`src/rtl/store_align_buffer.sv`:
```
// Store alignment buffer: lane-aligns byte/half/word stores onto 32-bit memory
// lanes and queues them for strictly in-order drain to data memory.
module store_align_buffer #(
  parameter int unsigned DEPTH  = 4,
  parameter int unsigned AWIDTH = 32,
  parameter int unsigned DWIDTH = 32,
  localparam int unsigned OPCODE_WIDTH = 2
) (
  input  logic                    sab_i_clk,
  input  logic                    sab_i_rst_n,
  input  logic                    sab_i_valid,
  output logic                    sab_o_ready,
  input  logic [OPCODE_WIDTH-1:0] sab_i_opcode,
  input  logic [AWIDTH-1:0]       sab_i_addr,
  input  logic [DWIDTH-1:0]       sab_i_data,
  output logic                    sab_o_misalign,
  output logic                    sab_o_empty,
  output logic                    sab_o_mem_valid,
  input  logic                    sab_i_mem_ready,
  output logic [AWIDTH-1:0]       sab_o_mem_addr,
  output logic [31:0]             sab_o_mem_data,
  output logic [3:0]              sab_o_mem_be,
  input  logic [AWIDTH-1:0]       sab_i_ld_addr,
  output logic                    sab_o_ld_hit
);

  localparam int unsigned PW = (DEPTH > 1) ? $clog2(DEPTH) : 1;
  localparam int unsigned CW = PW + 1;
  localparam logic [CW-1:0] FULL_COUNT = CW'(DEPTH);
  localparam logic [OPCODE_WIDTH-1:0] STORE_BYTE = OPCODE_WIDTH'(0);
  localparam logic [OPCODE_WIDTH-1:0] STORE_HALF = OPCODE_WIDTH'(1);
  localparam logic [OPCODE_WIDTH-1:0] STORE_WORD = OPCODE_WIDTH'(2);

  logic [PW-1:0]     head_q;
  logic [PW-1:0]     tail_q;
  logic [CW-1:0]     count_q;
  logic [AWIDTH-1:0] addr_q [DEPTH];
  logic [31:0]       data_q [DEPTH];
  logic [3:0]        be_q   [DEPTH];
  logic              misalign_q;

  logic [1:0]  a_c;
  logic [31:0] d_c;
  logic        legal_c;
  logic        misalign_c;
  logic [3:0]  be_c;
  logic [31:0] lane_c;
  logic        push_c;
  logic        pop_c;

  assign a_c = sab_i_addr[1:0];
  assign d_c = 32'(sab_i_data);

  // Lane alignment and legality of the incoming request
  always_comb begin
    legal_c    = 1'b0;
    misalign_c = 1'b0;
    be_c       = 4'b0000;
    lane_c     = 32'h0;
    case (sab_i_opcode)
      STORE_BYTE: begin
        legal_c = 1'b1;
        be_c    = 4'b0001 << a_c;
        lane_c  = {4{d_c[7:0]}};
      end
      STORE_HALF: begin
        if (!a_c[0]) begin
          legal_c = 1'b1;
          be_c    = a_c[1] ? 4'b1100 : 4'b0011;
          lane_c  = {2{d_c[15:0]}};
        end else begin
          misalign_c = 1'b1;
        end
      end
      STORE_WORD: begin
        if (a_c == 2'b00) begin
          legal_c = 1'b1;
          be_c    = 4'b1111;
          lane_c  = d_c;
        end else begin
          misalign_c = 1'b1;
        end
      end
      default: ;
    endcase
  end

  assign sab_o_ready     = (count_q != FULL_COUNT);
  assign sab_o_empty     = (count_q == '0);
  assign sab_o_mem_valid = !sab_o_empty;
  assign push_c          = sab_i_valid && sab_o_ready && legal_c;
  assign pop_c           = sab_o_mem_valid && sab_i_mem_ready;

  // Pointer, occupancy and misalign-pulse state
  always_ff @(posedge sab_i_clk or negedge sab_i_rst_n) begin
    if (!sab_i_rst_n) begin
      head_q     <= '0;
      tail_q     <= '0;
      count_q    <= '0;
      misalign_q <= 1'b0;
    end else begin
      misalign_q <= sab_i_valid && misalign_c;
      if (push_c) tail_q <= tail_q + PW'(1);
      if (pop_c)  head_q <= head_q + PW'(1);
      case ({push_c, pop_c})
        2'b10:   count_q <= count_q + CW'(1);
        2'b01:   count_q <= count_q - CW'(1);
        default: ;
      endcase
    end
  end

  // Entry storage; reset clears every entry so the head mux reads zero
  always_ff @(posedge sab_i_clk or negedge sab_i_rst_n) begin
    if (!sab_i_rst_n) begin
      for (int unsigned i = 0; i < DEPTH; i++) begin
        addr_q[i] <= '0;
        data_q[i] <= '0;
        be_q[i]   <= '0;
      end
    end else if (push_c) begin
      addr_q[tail_q] <= sab_i_addr & ~AWIDTH'(3);
      data_q[tail_q] <= lane_c;
      be_q[tail_q]   <= be_c;
    end
  end

  assign sab_o_mem_addr = addr_q[head_q];
  assign sab_o_mem_data = data_q[head_q];
  assign sab_o_mem_be   = be_q[head_q];
  assign sab_o_misalign = misalign_q;

  // Word-address match against occupied slots only (offset from head < count)
  always_comb begin
    sab_o_ld_hit = 1'b0;
    for (int unsigned i = 0; i < DEPTH; i++) begin
      if ((CW'(PW'(i) - head_q) < count_q) &&
          ((addr_q[i] >> 2) == (sab_i_ld_addr >> 2)))
        sab_o_ld_hit = 1'b1;
    end
  end

endmodule

```
`config.mk`:
```
export PLATFORM = sky130hd
export DESIGN_NAME = store_align_buffer
export DESIGN_NICKNAME = d
export VERILOG_FILES = /design/src/rtl/store_align_buffer.sv
export SDC_FILE = /design/constraint.sdc
export NUM_CORES = 1
export LEC_CHECK = 0
export ABC_CLOCK_PERIOD_IN_PS = 3750
export CAP_MARGIN = 20
export CORE_ASPECT_RATIO = 0.7
export CORE_UTILIZATION = 50
export CTS_CLUSTER_SIZE = 28
export DETAILED_ROUTE_END_ITERATION = 12
export GPL_ROUTABILITY_DRIVEN = 0
export HOLD_SLACK_MARGIN = 0.02
export PLACE_DENSITY = 0.73
export SLEW_MARGIN = 30
export SYNTH_ARGS = -nofsm -noshare
export SYNTH_HDL_FRONTEND = slang
export SYNTH_SLANG_ARGS = --single-unit
export TNS_END_PERCENT = 5
```
`constraint.sdc`:
```
create_clock -name sab_i_clk -period 3.75 [get_ports sab_i_clk]
set_input_delay 1.125 -clock sab_i_clk [delete_from_list [all_inputs] [get_ports sab_i_clk]]
set_output_delay 1.125 -clock sab_i_clk [all_outputs]
set_load 0.03 [all_outputs]
```
==> results of run 1 <==
==> path summary, 6_finish.rpt <==
path	end	cells after the start
worst min register to register	be_q[11]	2
worst max-delay path	sab_o_ld_hit	9
worst max register to register	count_q[2]	9
max in group asynchronous	data_q[110]	2
min in group asynchronous	addr_q[103]	1
worst min-delay path	be_q[11]	2
==> layout by cell type, fill, tap and decap left out, types with 3 or more instances in the layout <==
cell | Yosys | routed
sky130_fd_sc_hd__a22oi_1 | 11 | 11
sky130_fd_sc_hd__nor3_1 | 4 | 3
sky130_fd_sc_hd__o21ai_0 | 43 | 43
sky130_fd_sc_hd__bufinv_16 | 0 | 5
sky130_fd_sc_hd__nor2_1 | 13 | 13
sky130_fd_sc_hd__nor4_4 | 0 | 7
sky130_fd_sc_hd__clkdlybuf4s50_1 | 0 | 135
sky130_fd_sc_hd__clkinv_2 | 0 | 7
sky130_fd_sc_hd__clkbuf_16 | 0 | 29
sky130_fd_sc_hd__nand2_1 | 79 | 79
sky130_fd_sc_hd__clkbuf_8 | 0 | 4
sky130_fd_sc_hd__nor4_2 | 0 | 11
sky130_fd_sc_hd__buf_12 | 0 | 13
sky130_fd_sc_hd__nor4_1 | 27 | 9
sky130_fd_sc_hd__mux2_2 | 217 | 217
sky130_fd_sc_hd__o211ai_4 | 1 | 4
sky130_fd_sc_hd__a21o_1 | 3 | 3
sky130_fd_sc_hd__buf_2 | 31 | 21
sky130_fd_sc_hd__buf_4 | 9 | 58
sky130_fd_sc_hd__o21ai_1 | 11 | 11
sky130_fd_sc_hd__or4_1 | 4 | 3
sky130_fd_sc_hd__a31o_2 | 5 | 5
sky130_fd_sc_hd__nand4_1 | 7 | 7
sky130_fd_sc_hd__dfrtp_1 | 272 | 270
sky130_fd_sc_hd__clkbuf_1 | 14 | 5
sky130_fd_sc_hd__inv_1 | 15 | 15
sky130_fd_sc_hd__ha_1 | 18 | 18
sky130_fd_sc_hd__a21oi_1 | 9 | 9
sky130_fd_sc_hd__buf_6 | 3 | 12
sky130_fd_sc_hd__xnor2_1 | 16 | 15
sky130_fd_sc_hd__clkdlybuf4s15_2 | 0 | 3
sky130_fd_sc_hd__a222oi_1 | 3 | 3
sky130_fd_sc_hd__xor2_4 | 0 | 4
sky130_fd_sc_hd__xor2_1 | 109 | 78
sky130_fd_sc_hd__xor2_2 | 0 | 27
sky130_fd_sc_hd__dlymetal6s2s_1 | 0 | 3
sky130_fd_sc_hd__or2_2 | 4 | 4
sky130_fd_sc_hd__mux4_2 | 66 | 66
==> power by group <==
group,switching (uW),internal (uW)
Sequential,1030,4230
Clock,1160,1830
Combinational,3690,3730
Total,5890,9790
==> metrics by stage <==
stage	cell area [sq um]	hold slack, ps
floorplan	13770	444.2
global placement	16370	455.7
detailed placement	16370	467.9
CTS	17730	481.2
global route	17810	499.6
finish	17810	475.1
==> cell usage after synthesis (5+ instances only) <==
library cell	count
sky130_fd_sc_hd__nor2_1	13
sky130_fd_sc_hd__xor2_1	109
sky130_fd_sc_hd__xnor2_1	16
sky130_fd_sc_hd__o21ai_1	11
sky130_fd_sc_hd__a22oi_1	11
sky130_fd_sc_hd__mux2_2	217
sky130_fd_sc_hd__o21ai_0	43
sky130_fd_sc_hd__buf_4	9
sky130_fd_sc_hd__clkbuf_1	14
sky130_fd_sc_hd__nand2_1	79
sky130_fd_sc_hd__dfrtp_1	272
sky130_fd_sc_hd__buf_2	31
sky130_fd_sc_hd__inv_1	15
sky130_fd_sc_hd__nand4_1	7
sky130_fd_sc_hd__ha_1	18
sky130_fd_sc_hd__nor4_1	27
sky130_fd_sc_hd__a31o_2	5
sky130_fd_sc_hd__mux4_2	66
sky130_fd_sc_hd__a21oi_1	9
==> what timing repair did <==
| action | CTS | global route |
|---|---|---|
| endpoints found under the setup margin | 28 | 4 |
| setup buffers | 9 | 0 |
| gates resized for setup | 183 | 19 |
| hold buffers | 0 | 0 |
| gates cloned | 0 | 0 |
| pin swaps | 32 | 9 |
==> kinds of logic (layout without fill, tap and decap cells) <==
group                      count (synthesis)  count (layout)  synth area share [%]
other                                      1               3               0.02723
muxes                                    283             283                 28.54
adders and majority gates                 19              19                 1.781
AOI/OAI and AO/OA                         95              95                 4.498
and+or+nand+nor                          146             146                 5.043
xor gates and xnor gates                 125             125                 7.950
buffers and inverters                     75             314                 2.735
DFF                                      272             272                 49.43
==> metal layers <==
layer,wire [um],up-vias,track usage [%]
li1,-,4101,-
met1,17850,4765,41.35
met2,16040,248,38.38
met3,2539,46,7.513
met4,687,2,5.223
met5,8,-,0
==> registers in the layout (all words and copies together) (netlist names) <==
signal and cells:
data_q 128, addr_q 120, be_q 16, count_q 3
head_q 2, tail_q 2, sab_o_misalign 1
==> cell type report <==
class / instances / area, sq um / area share, %
Sequential cell: 272 / 6814 / 38.25
Clock inverter: 12 / 185.2 / 1.040
Inverter: 15 / 56.30 / 0.3161
Clock buffer: 38 / 799.5 / 4.488
Timing Repair Buffer: 249 / 2402 / 13.49
Antenna cell: 1 / 2.502 / 0.01405
Multi-Input combinational cell: 670 / 7098 / 39.85
Tap cell: 364 / 455.4 / 2.557
==> worst max-delay path, delay by kind of cell <==
kind	cells	cell delay, ps
and+or+nand+nor	4	860
buffers and inverters	4	500
xor gates and xnor gates	1	250
==> results summary, run 1 <==
The flow ran to the end, but the final reports show violations. The final reports fail on negative setup slack. The register-to-register setup slack came out at roughly 1500 ps. The HPWL after detailed placement came out at between 20,000 and 30,000 um. The maximum vdd ir drop came out at roughly 0.6 mV. Setup violations remaining at the end of the flow were counted as 1. The die outline height came out at 140.9 um.

The total overflow reported by the global router came out at 0. For this block, the routed nets add up to roughly 37,000 um of wire. The distinct cell type count after synthesis came out at 40. For this design the top-level I/O count stands at 175. The count of TritonRoute iterations in the first routing pass came out at 5. The detailed-route via count is between 9,000 and 10,000. The detailed-route vias per instance is around 5.7. The critical path is of the in -> out type.

The Yosys step of the flow raised 0 warnings. The total placed cells including tap cells came out at about 1,600. The total count of hold-check failures in the final report came to 0.

The core region is 26,900 sq um. Among all stages on the critical path, the largest delay is contributed by sky130_fd_sc_hd__or4_4. The type of the worst min-delay path is reg -> reg. The proportion of synthesized flip-flops having asynchronous set or reset came out at 100.0%. The routed length per placed instance came out at 22.90 um. The die outline area came out at between 20,000 and 30,000 sq um.

The top cell type by total area after synthesis is sky130_fd_sc_hd__dfrtp_1. Of the cells placed in the final design, the portion with a size suffix greater than 1 is slightly above 40%. The net total in the final layout is 1,357. The startpoint identified for the worst hold timing path is be_q[11]. Compared with the post-synthesis result, the final layout area differs by 29.36%.

The total number of clock tree sinks is between 200 and 300. The number of nets with antenna violations after detailed routing is 0. The worst max-slew margin expressed relative to the limit came out at about two thirds. The number of remaining DRC errors came out at 0. For the pin with the worst max-slew slack, the measured transition is between 500 and 600 ps. The largest net degree at the start of global routing is 73. The final non-filler cell total came out at between 1,500 and 2,000.

Across all setup checks in the final design, the least slack found is -113.6 ps. The total power after layout came out at between 15,000 and 20,000 uW. Traced cell by cell, the critical path runs through buf_6 -> buf_6 -> buf_4 -> xor2_1 -> nor4_2 -> nand4_1 -> nor3_2 -> or4_4 -> buf_6. The final-report max-slew violation count is 0. The global routing usage summed across all routing layers came out at about 27%. The post-synthesis instance area is 13,770 sq um. The total CTS buffers is 28. Between clock sinks in the finished design, the worst skew comes to around 13 ps.

The critical path launch point type is a primary input. Data arrives at the worst endpoint at between 2000 and 3000 ps. The endpoint required time on the critical path is ~2600 ps.

The average cell area after synthesis is around 14 sq um. In this run the number of H-tree levels came out at 1. Timing would allow up to roughly 260 MHz. The core utilization of the finished layout came out at approximately two thirds. The leakage power of the design is 0.007862 uW. In this run the worst setup path begins at sab_i_ld_addr[12]. The clock-pin slew on the worst setup and hold paths came out at ~60 ps. The share of Yosys cell area claimed by the top area cell type is roughly half. The sequential area share after synthesis is between 40% and 50%.

The starting utilization of the core area came out at roughly half. The tree is rooted in a sky130_fd_sc_hd__clkbuf_16. The final period demand of the worst path came out at just under 4000 ps. The worst slack after detailed placement came out at -624.3 ps. The final sum of negative setup slack came out at -113.6 ps.

The type of destination of the critical path is an output port. Setup repair after global routing could not meet its margin everywhere. The clock tree from TritonCTS is yes. The critical path's most frequent cell is sky130_fd_sc_hd__buf_6. Counting along the longest clock path gives a buffer depth of 3. The count of flip-flops with a built-in enable after synthesis is 0. Across the run, the number of max-cap violations was 0.

The initial antenna violation count was 2. Ranked by total cell area, the synthesized netlist is headed by sky130_fd_sc_hd__dfrtp_1, sky130_fd_sc_hd__mux2_2, sky130_fd_sc_hd__mux4_2. The cell count after synthesis is approximately 1,000.

The flip-flop cell with the highest count after synthesis is sky130_fd_sc_hd__dfrtp_1. The largest driver fanout on the critical path came out at 3. The part of the cycle the worst path needs came out at 103.0%.

The first-iteration detailed-routing DRC count is 582. In this run the horizontal extent of the chip is about 200 um. After floorplanning, the core was divided into 50 placement rows. The wire length of the first global-routing pass is 57,780 um. The insertion delay to the later sink of the worst-skew pair came out at 550 ps. The worst register-to-register path begins at count_q[0].

The ratio of total power to cell area came out at between 800 and 900 nW/um^2. The via count of the first global-routing pass is 9,561. The biggest cell delay along the critical path is about 520 ps.

The count of filler cells inserted in the layout is 1,979. The number of flip-flops and latches in the synthesized netlist came out at ~270. The total of buffers placed on input and output ports came out at 170.
Power figures use the tool's default switching activity.
==> run 2, diff against run 1 <==
ABC_CLOCK_PERIOD_IN_PS = 4750   (was 3750)
clock period = 4.75 ns   (was 3.75 ns; I/O delays follow)
==> results summary, run 2 (synthesis results as in run 1) <==
Traced cell by cell, the critical path runs through dlygate4sd2_1 -> buf_4 -> xor2_1 -> nor4_1 -> nand4_1 -> nor3_2 -> or4_4 -> buf_6. In the post-route analysis, the smallest setup slack over all paths is approximately 78 ps. The worst slack after detailed placement came out at -157.4 ps. The insertion delay to the later sink of the worst-skew pair came out at approximately 540 ps. The die is 140.9 um tall. The initial antenna violation count is 2. In this design, the stage delay of the slowest critical-path cell is between 300 and 400 ps. The worst register-to-register path ends at count_q[2]. The worst hold path belongs to the class reg -> reg. The number of cells on the worst reg-to-reg path is 9. After floorplanning, the core was divided into 50 placement rows. The startpoint identified for the worst hold timing path is data_q[126]. The most frequent standard cell in the layout excluding fill and tap cells is sky130_fd_sc_hd__dfrtp_1.

The library cells used most frequently in the layout, excluding fill and tap cells, are sky130_fd_sc_hd__dfrtp_1, sky130_fd_sc_hd__mux2_2, sky130_fd_sc_hd__clkdlybuf4s50_1, sky130_fd_sc_hd__xor2_1, sky130_fd_sc_hd__nand2_1. The critical path launch point type is a primary input. The number of remaining DRC errors came out at 0.

The largest driver fanout on the critical path is 3. Grouping stages by cell kind, the critical path spends the most delay in simple AND/OR/NAND/NOR gates. The first global-routing pass estimated between 50,000 and 60,000 um of wire. The total number of clock tree sinks came out at 272. The cell with the biggest individual delay on the critical path is sky130_fd_sc_hd__nor4_1.

The arrival time reported for the critical path endpoint came out at 3250 ps. The leakage power of the design came out at between 0.007 and 0.008 uW. The final period demand of the worst path came out at ~4700 ps. In this run the number of H-tree levels came out at 1.

The total CTS buffers came out at 28. The count of TritonRoute iterations in the first routing pass came out at 6. The global routing usage on met1 came out at between 40 and 50%. The number of buffers on the longest clock path came out at 3. The worst register-to-register path begins at count_q[0]. The starting utilization of the core area is between 50% and 60%. Cells with a size suffix above 1 make up 36.05% of the layout. The total count of hold-check failures in the final report was 0. The flip-flop count of the largest register after layout came out at 128. The chip width came out at between 200 and 250 um. The maximum vdd ir drop came out at 0.3976 mV.

The met2 global-route usage is approximately 38%. The endpoint required time on the critical path came out at 3320 ps. The clock-pin slew on the worst setup and hold paths is approximately 60 ps. The path with the worst hold slack has its endpoint at data_q[126]. The number of maximum-capacitance constraint violations is 0.

Using the TritonRoute via totals, the vias-per-cell ratio works out to 5.702. The net total in the final layout is roughly 1,400. The final route contains between 9,000 and 10,000 vias. In this run the clock root is driven by a sky130_fd_sc_hd__clkbuf_16. The actual transition at the worst max-transition pin came out at between 800 and 900 ps.

The wire-length estimate of the detail-placed layout is 24,990 um. The worst max-slew margin expressed relative to the limit came out at between 40 and 50%. The global routing usage summed across all routing layers is 26.23%.

The via count of the first global-routing pass is 9,417. Entering global routing, the biggest net connects 95 pins. The post-detailed-routing wire length came out at between 30,000 and 40,000 um. The final-report max-slew violation count is 0. The ratio of total power to cell area came out at around 700 nW/um^2. TritonCTS built the clock tree. The register-to-register setup slack is between 2000 and 2500 ps. Setup repair after global routing left no endpoint under its margin.

The number of top-level pins is approximately 180. In the global route stage, met3 resource usage came out at roughly 6.7%. Along the worst hold path, the cell count comes to 2. The routed length per placed instance is around 23 um. The worst setup path is captured at an output port.

The area inside the core boundary is 26,900 sq um. The worst-case clock skew is ~8.0 ps. The run finished with clean final reports.

Setup violations remaining at the end of the flow were counted as 0. The total of buffers placed on input and output ports is 170. The first-iteration detailed-routing DRC count came out at between 500 and 600. The core utilization of the finished layout came out at between 60% and 70%. Ranked by flip-flop count, first place goes to data_q. The critical path contains buffers and inverters numbering 3 combined. The total overflow reported by the global router came out at 0. The number of hold buffers added after cts is 0. Relative to the synthesized area, the layout overhead comes to 26.79%. The number of nets with antenna violations after detailed routing came out at 0. The part of the cycle the worst path needs is a little over nine tenths. The die outline area came out at roughly 28,000 sq um.

The setup path with the least slack is of type in -> out. In the final layout, the registers with the most flip-flops are data_q x128, addr_q x120, be_q x16. The highest achievable clock rate is 214.0 MHz. The layer flagged by global routing as most heavily used is met1. The final sum of negative setup slack came out at 0 ps.
[run 2: timing repair]
| item | 4_1_cts | 5_1_grt |
|---|---|---|
| pin swaps | 7 | 7 |
| setup endpoints to repair | 1 | 1 |
| buffers inserted | 0 | 0 |
| gates resized for setup | 34 | 21 |
[run 2: worst max path at each step]
stage                 startpoint      endpoint  slack (ps)  cells after the start
6_report       sab_i_ld_addr[29]  sab_o_ld_hit          80                      8
5_1_grt        sab_i_ld_addr[27]  sab_o_ld_hit         0.7                      7
4_1_cts         sab_i_ld_addr[6]  sab_o_ld_hit           2                      8
3_5_place_dp   sab_i_ld_addr[12]  sab_o_ld_hit        -160                      8
3_3_place_gp   sab_i_ld_addr[10]  sab_o_ld_hit        -160                      9
2_1_floorplan  sab_i_ld_addr[20]  sab_o_ld_hit         760                      4
[run 2: final cells by class]
| cell class | instances | area (sq um) |
|---|---|---|
| Fill cell | 2054 | 9440 |
| Sequential cell | 272 | 6814 |
| Multi-Input combinational cell | 670 | 6797 |
| Timing Repair Buffer | 242 | 2325 |
| Clock buffer | 34 | 784.5 |
| Tap cell | 364 | 455.4 |
| Clock inverter | 18 | 226.5 |
| Inverter | 15 | 56.30 |
| Antenna cell | 1 | 2.502 |
[run 2: per-layer routing]
metal	routed length [um]	share of wire (%)	up-vias
met5	14	0.038	-
met4	412	1.1	2
met3	3164	8.7	35
met2	15730	43	289
met1	17130	47	4770
li1	-	-	4118
[run 2: per-stage QoR]
| stage | instance area, sq um | power (uW) | instances | hold WS, ps |
|---|---|---|---|---|
| 2_1_floorplan | 13770 | 7528 | 1017 | 444.2 |
| 3_3_place_gp | 16260 | 9549 | 1563 | 456.4 |
| 3_5_place_dp | 16260 | 9679 | 1563 | 467.8 |
| 4_1_cts | 17370 | 12180 | 1615 | 482.2 |
| 5_1_grt | 17460 | 12770 | 1615 | 501.5 |
| 6_report | 17460 | 12160 | 1616 | 476.2 |
[run 2: power breakdown]
part / switching [uW] / internal [uW] / leakage (uW)
clock network: 947 / 1450 / 0.000503
logic: 2710 / 2840 / 0.00380
registers: 880 / 3340 / 0.00349
[run 2: tightest hold or removal path, delay by kind of cell (launching register included)]
family / cells / cell delay (ps)
and+or+nand+nor: 1 / 50
AOI/OAI and AO/OA: 1 / 60
DFF: 1 / 340
==> run 3, diff against run 2 <==
ABC_AREA = 1   (was default)
CAP_MARGIN = 30   (was 20)
==> results summary, run 3 <==
The initial utilization of the core area, before any placement, comes to about half. The floorplan has 51 rows. Headroom to the max-slew limit came out at a little under half. Before CTS, the worst setup slack after placement is between 100 and 150 ps. The total CTS buffers came out at 28.

The via count of the first global-routing pass is between 10,000 and 15,000. The count of TritonRoute iterations in the first routing pass came out at 6. On the critical path the largest part of the delay comes from simple AND/OR/NAND/NOR gates. The die outline height is between 100 and 150 um. Setup violations remaining at the end of the flow were counted as 0. The critical path launch point type is a primary input.

Global routing used a little under a third of the available tracks across all layers. The cell count after synthesis is 2,014. The most frequently used cell type in the post-synthesis netlist is sky130_fd_sc_hd__nand2_1. For this design the top-level I/O count stands at 175. The synthesized design devotes to its leading area cell type ~47% of total area. The final-report max-slew violation count came out at 0. The root buffer cell chosen for the clock tree is sky130_fd_sc_hd__clkbuf_16. The register-to-register setup slack came out at between 2000 and 2500 ps.

The number of remaining DRC errors is 0. The clock tree from TritonCTS is yes. The distinct cell type count after synthesis is 32. The arrival time reported for the critical path endpoint is approximately 3200 ps.

data_q holds more flip-flops than any other register. The final sum of negative setup slack is 0 ps. Summing the sequential cell areas from Yosys gives between 40% and 50% of the chip area. The chip width came out at 206.0 um. The cell with the biggest individual delay on the critical path is sky130_fd_sc_hd__clkdlybuf4s50_1.

The number of flip-flops and latches in the synthesized netlist came out at 272. In the layout the commonest cells are sky130_fd_sc_hd__nand2_1, sky130_fd_sc_hd__dfrtp_1, sky130_fd_sc_hd__o21ai_1, sky130_fd_sc_hd__nor2_1, sky130_fd_sc_hd__clkdlybuf4s50_1. The net total in the final layout came out at between 2,000 and 2,500. The growth of design area from synthesis to finish came out at 21.08%. The leakage power of the design came out at 0.008717 uW. The ratio of total power to cell area is between 700 and 800 nW/um^2. Counting both buffers and inverters, the worst setup path holds a total of 3. After layout, the minimum clock period comes to ~4600 ps. The initial antenna violation count is 2. The library cell used most frequently in the layout, excluding fill and tap cells, is sky130_fd_sc_hd__nand2_1. The worst-case IR drop observed on VDD is around 0.43 mV. The detailed-route via count came out at approximately 14,000. The count of flip-flops with a built-in enable after synthesis is 0.

The share of post-route cells with drive strength above 1 came out at under 10%. A synthesized cell averages around 7.2 sq um. Setup repair after global routing left no endpoint under its margin. By area the synthesized netlist is led by sky130_fd_sc_hd__dfrtp_1, sky130_fd_sc_hd__nand2_1, sky130_fd_sc_hd__o21ai_1. The largest registers in the layout are data_q x128, addr_q x120, be_q x16. The clock-pin slew on the worst setup and hold paths came out at around 60 ps. The HPWL after detailed placement is between 30,000 and 40,000 um. The number of nets with antenna violations after detailed routing came out at 0. In the synthesized netlist the dominant register cell turns out to be sky130_fd_sc_hd__dfrtp_1. The flip-flop count of the largest register after layout came out at around 130. In this run the worst path has a maximum fanout of 2. For this run the aggregate overflow at the end of global routing stands at 0. sky130_fd_sc_hd__dfrtp_1 takes more of the synthesized area than any other cell.

The type of the worst setup path is in -> out. The slack of the critical path came out at 104.9 ps. The total of buffers placed on input and output ports came out at 170. The total number of clock tree sinks came out at roughly 270. The critical path goes through clkdlybuf4s50_1 -> inv_1 -> nand2_1 -> nand2_1 -> nor2_1 -> nand2_1 -> nor2_1 -> nand3_1 -> nor2_1 -> nor2_1 -> nand2_1 -> buf_4. The number of maximum-capacitance constraint violations is 0. For this run, asynchronously set or reset flops after synthesis account for between 90% and 100%. The routed length per placed instance is between 15 and 20 um. The actual transition at the worst max-transition pin is 801.2 ps. For the worst setup path, the data required time is ~3300 ps.

The worst-case clock skew is ~27 ps. The total count of hold-check failures in the final report is 0. STA classifies the critical path endpoint as an output port.

The setup fix buffers added after clock tree synthesis is 0. In the routed layout, each cell is associated on average with a via count of between 5 and 6. The type of the worst min-delay path is reg -> reg.

The area inside the core boundary came out at ~28,000 sq um. The number of hold buffers added after cts came out at 0. The first global-routing pass estimated 69,610 um of wire.

Counting along the longest clock path gives a buffer depth of 3. After synthesis, the most frequently instantiated cells are sky130_fd_sc_hd__nand2_1, sky130_fd_sc_hd__dfrtp_1, sky130_fd_sc_hd__o21ai_1, sky130_fd_sc_hd__nor2_1, sky130_fd_sc_hd__o21ai_0. The die outline area came out at 29,830 sq um.

Entering global routing, the biggest net connects 117 pins. The post-synthesis instance area is 14,570 sq um. For this block, the initial DRC count from the detailed router was 1,530. The insertion delay to the later sink of the worst-skew pair is approximately 570 ps.

For this block, the routed nets add up to ~46,000 um of wire. The synthesis warning total is 0. The run finished with clean final reports. The highest achievable clock rate came out at 215.3 MHz.

CTS built an H-tree with a depth of 1. The part of the cycle the worst path needs is between 90% and 100%. On the worst path, the slowest cell contributes a delay of 520 ps.
## run 3: cell count changes in the layout (fill, tap and decap cells not counted), moves of 43 or more
cell                      before  now
sky130_fd_sc_hd__nand2_1      79  738
sky130_fd_sc_hd__nor2_1       13  178
sky130_fd_sc_hd__xor2_1       99   21
sky130_fd_sc_hd__mux2_2      217    0
sky130_fd_sc_hd__inv_1        15  149
sky130_fd_sc_hd__o21ai_1      11  189
sky130_fd_sc_hd__a21oi_1       9   52
sky130_fd_sc_hd__o22ai_1       0   48
sky130_fd_sc_hd__mux4_2       66    0
sky130_fd_sc_hd__o21ai_0      43  161
## run 3: kinds of logic after synthesis
logic type	after synthesis	share of synthesized area, %
simple gates	949	24.96
compound gates	468	16.66
flops	272	46.73
buf+inv	270	7.834
xor+xnor	35	2.104
fa+ha+maj	19	1.684
other cells	1	0.02574
## run 3: what timing repair did
item | in CTS | in global routing
gates resized for setup | 0 | 4
endpoints found under the hold margin | 0 | 0
setup endpoints to repair | 0 | 1
## run 3: report_power, final
group          switching [uW]  internal, uW  total, uW  leakage (uW)
sequential                785          3360       4150       0.00353
combinational            3930          2430       6350       0.00471
clock                     948          1400       2350      0.000485
total                    5660          7190      12900       0.00872
## run 3: path summary, 6_finish.rpt
path | start | to | cells after the start
max | sab_i_ld_addr[31] | sab_o_ld_hit | 12
min | data_q[85] | data_q[85] | 2
max reg2reg | count_q[0] | count_q[1] | 6
min reg2reg | data_q[85] | data_q[85] | 2
max in group asynchronous | sab_i_rst_n | data_q[26] | 2
min in group asynchronous | sab_i_rst_n | addr_q[6] | 1
## run 3: layout make-up
class                      count  area (sq um)
fill                        2585         10570
sequential                   272          6810
multi-input combinational   1473          6650
timing repair buffer         203          2120
clock buffer                  43         858.3
inverter                     162         613.1
tap                          371         464.2
clock inverter                 8         118.9
antenna                        1         2.502
## run 3: stage by stage
| step | area, sq um | total power, uW | instances | util [%] | hold slack, ps |
|---|---|---|---|---|---|
| 6_report | 17640 | 12850 | 2533 | 62.53 | 476.3 |
| 3_3_place_gp | 16640 | 10260 | 2481 | 59.01 | 457.2 |
| 4_1_cts | 17620 | 12810 | 2532 | 62.47 | 477.8 |
| 3_5_place_dp | 16640 | 10420 | 2481 | 59.01 | 461.3 |
| 5_1_grt | 17640 | 13690 | 2533 | 62.53 | 485.5 |
| 2_1_floorplan | 14570 | 7962 | 2015 | - | 443.7 |
## run 3: metal layers
metal / wire length, um / global-route usage, % / part of all wire, %
met5: 0 / 0 / 0
met4: 964 / 6.850 / 2.1
met3: 4947 / 7.232 / 11
met2: 19020 / 43.01 / 42
met1: 20620 / 46.40 / 45
## run 3: worst register-to-register path: cells and delay by family (launching register included)
kind	cells	cell delay [ps]
flops	1	460
compound gates	1	160
buf+inv	1	100
simple gates	2	960
fa+ha+maj	2	710
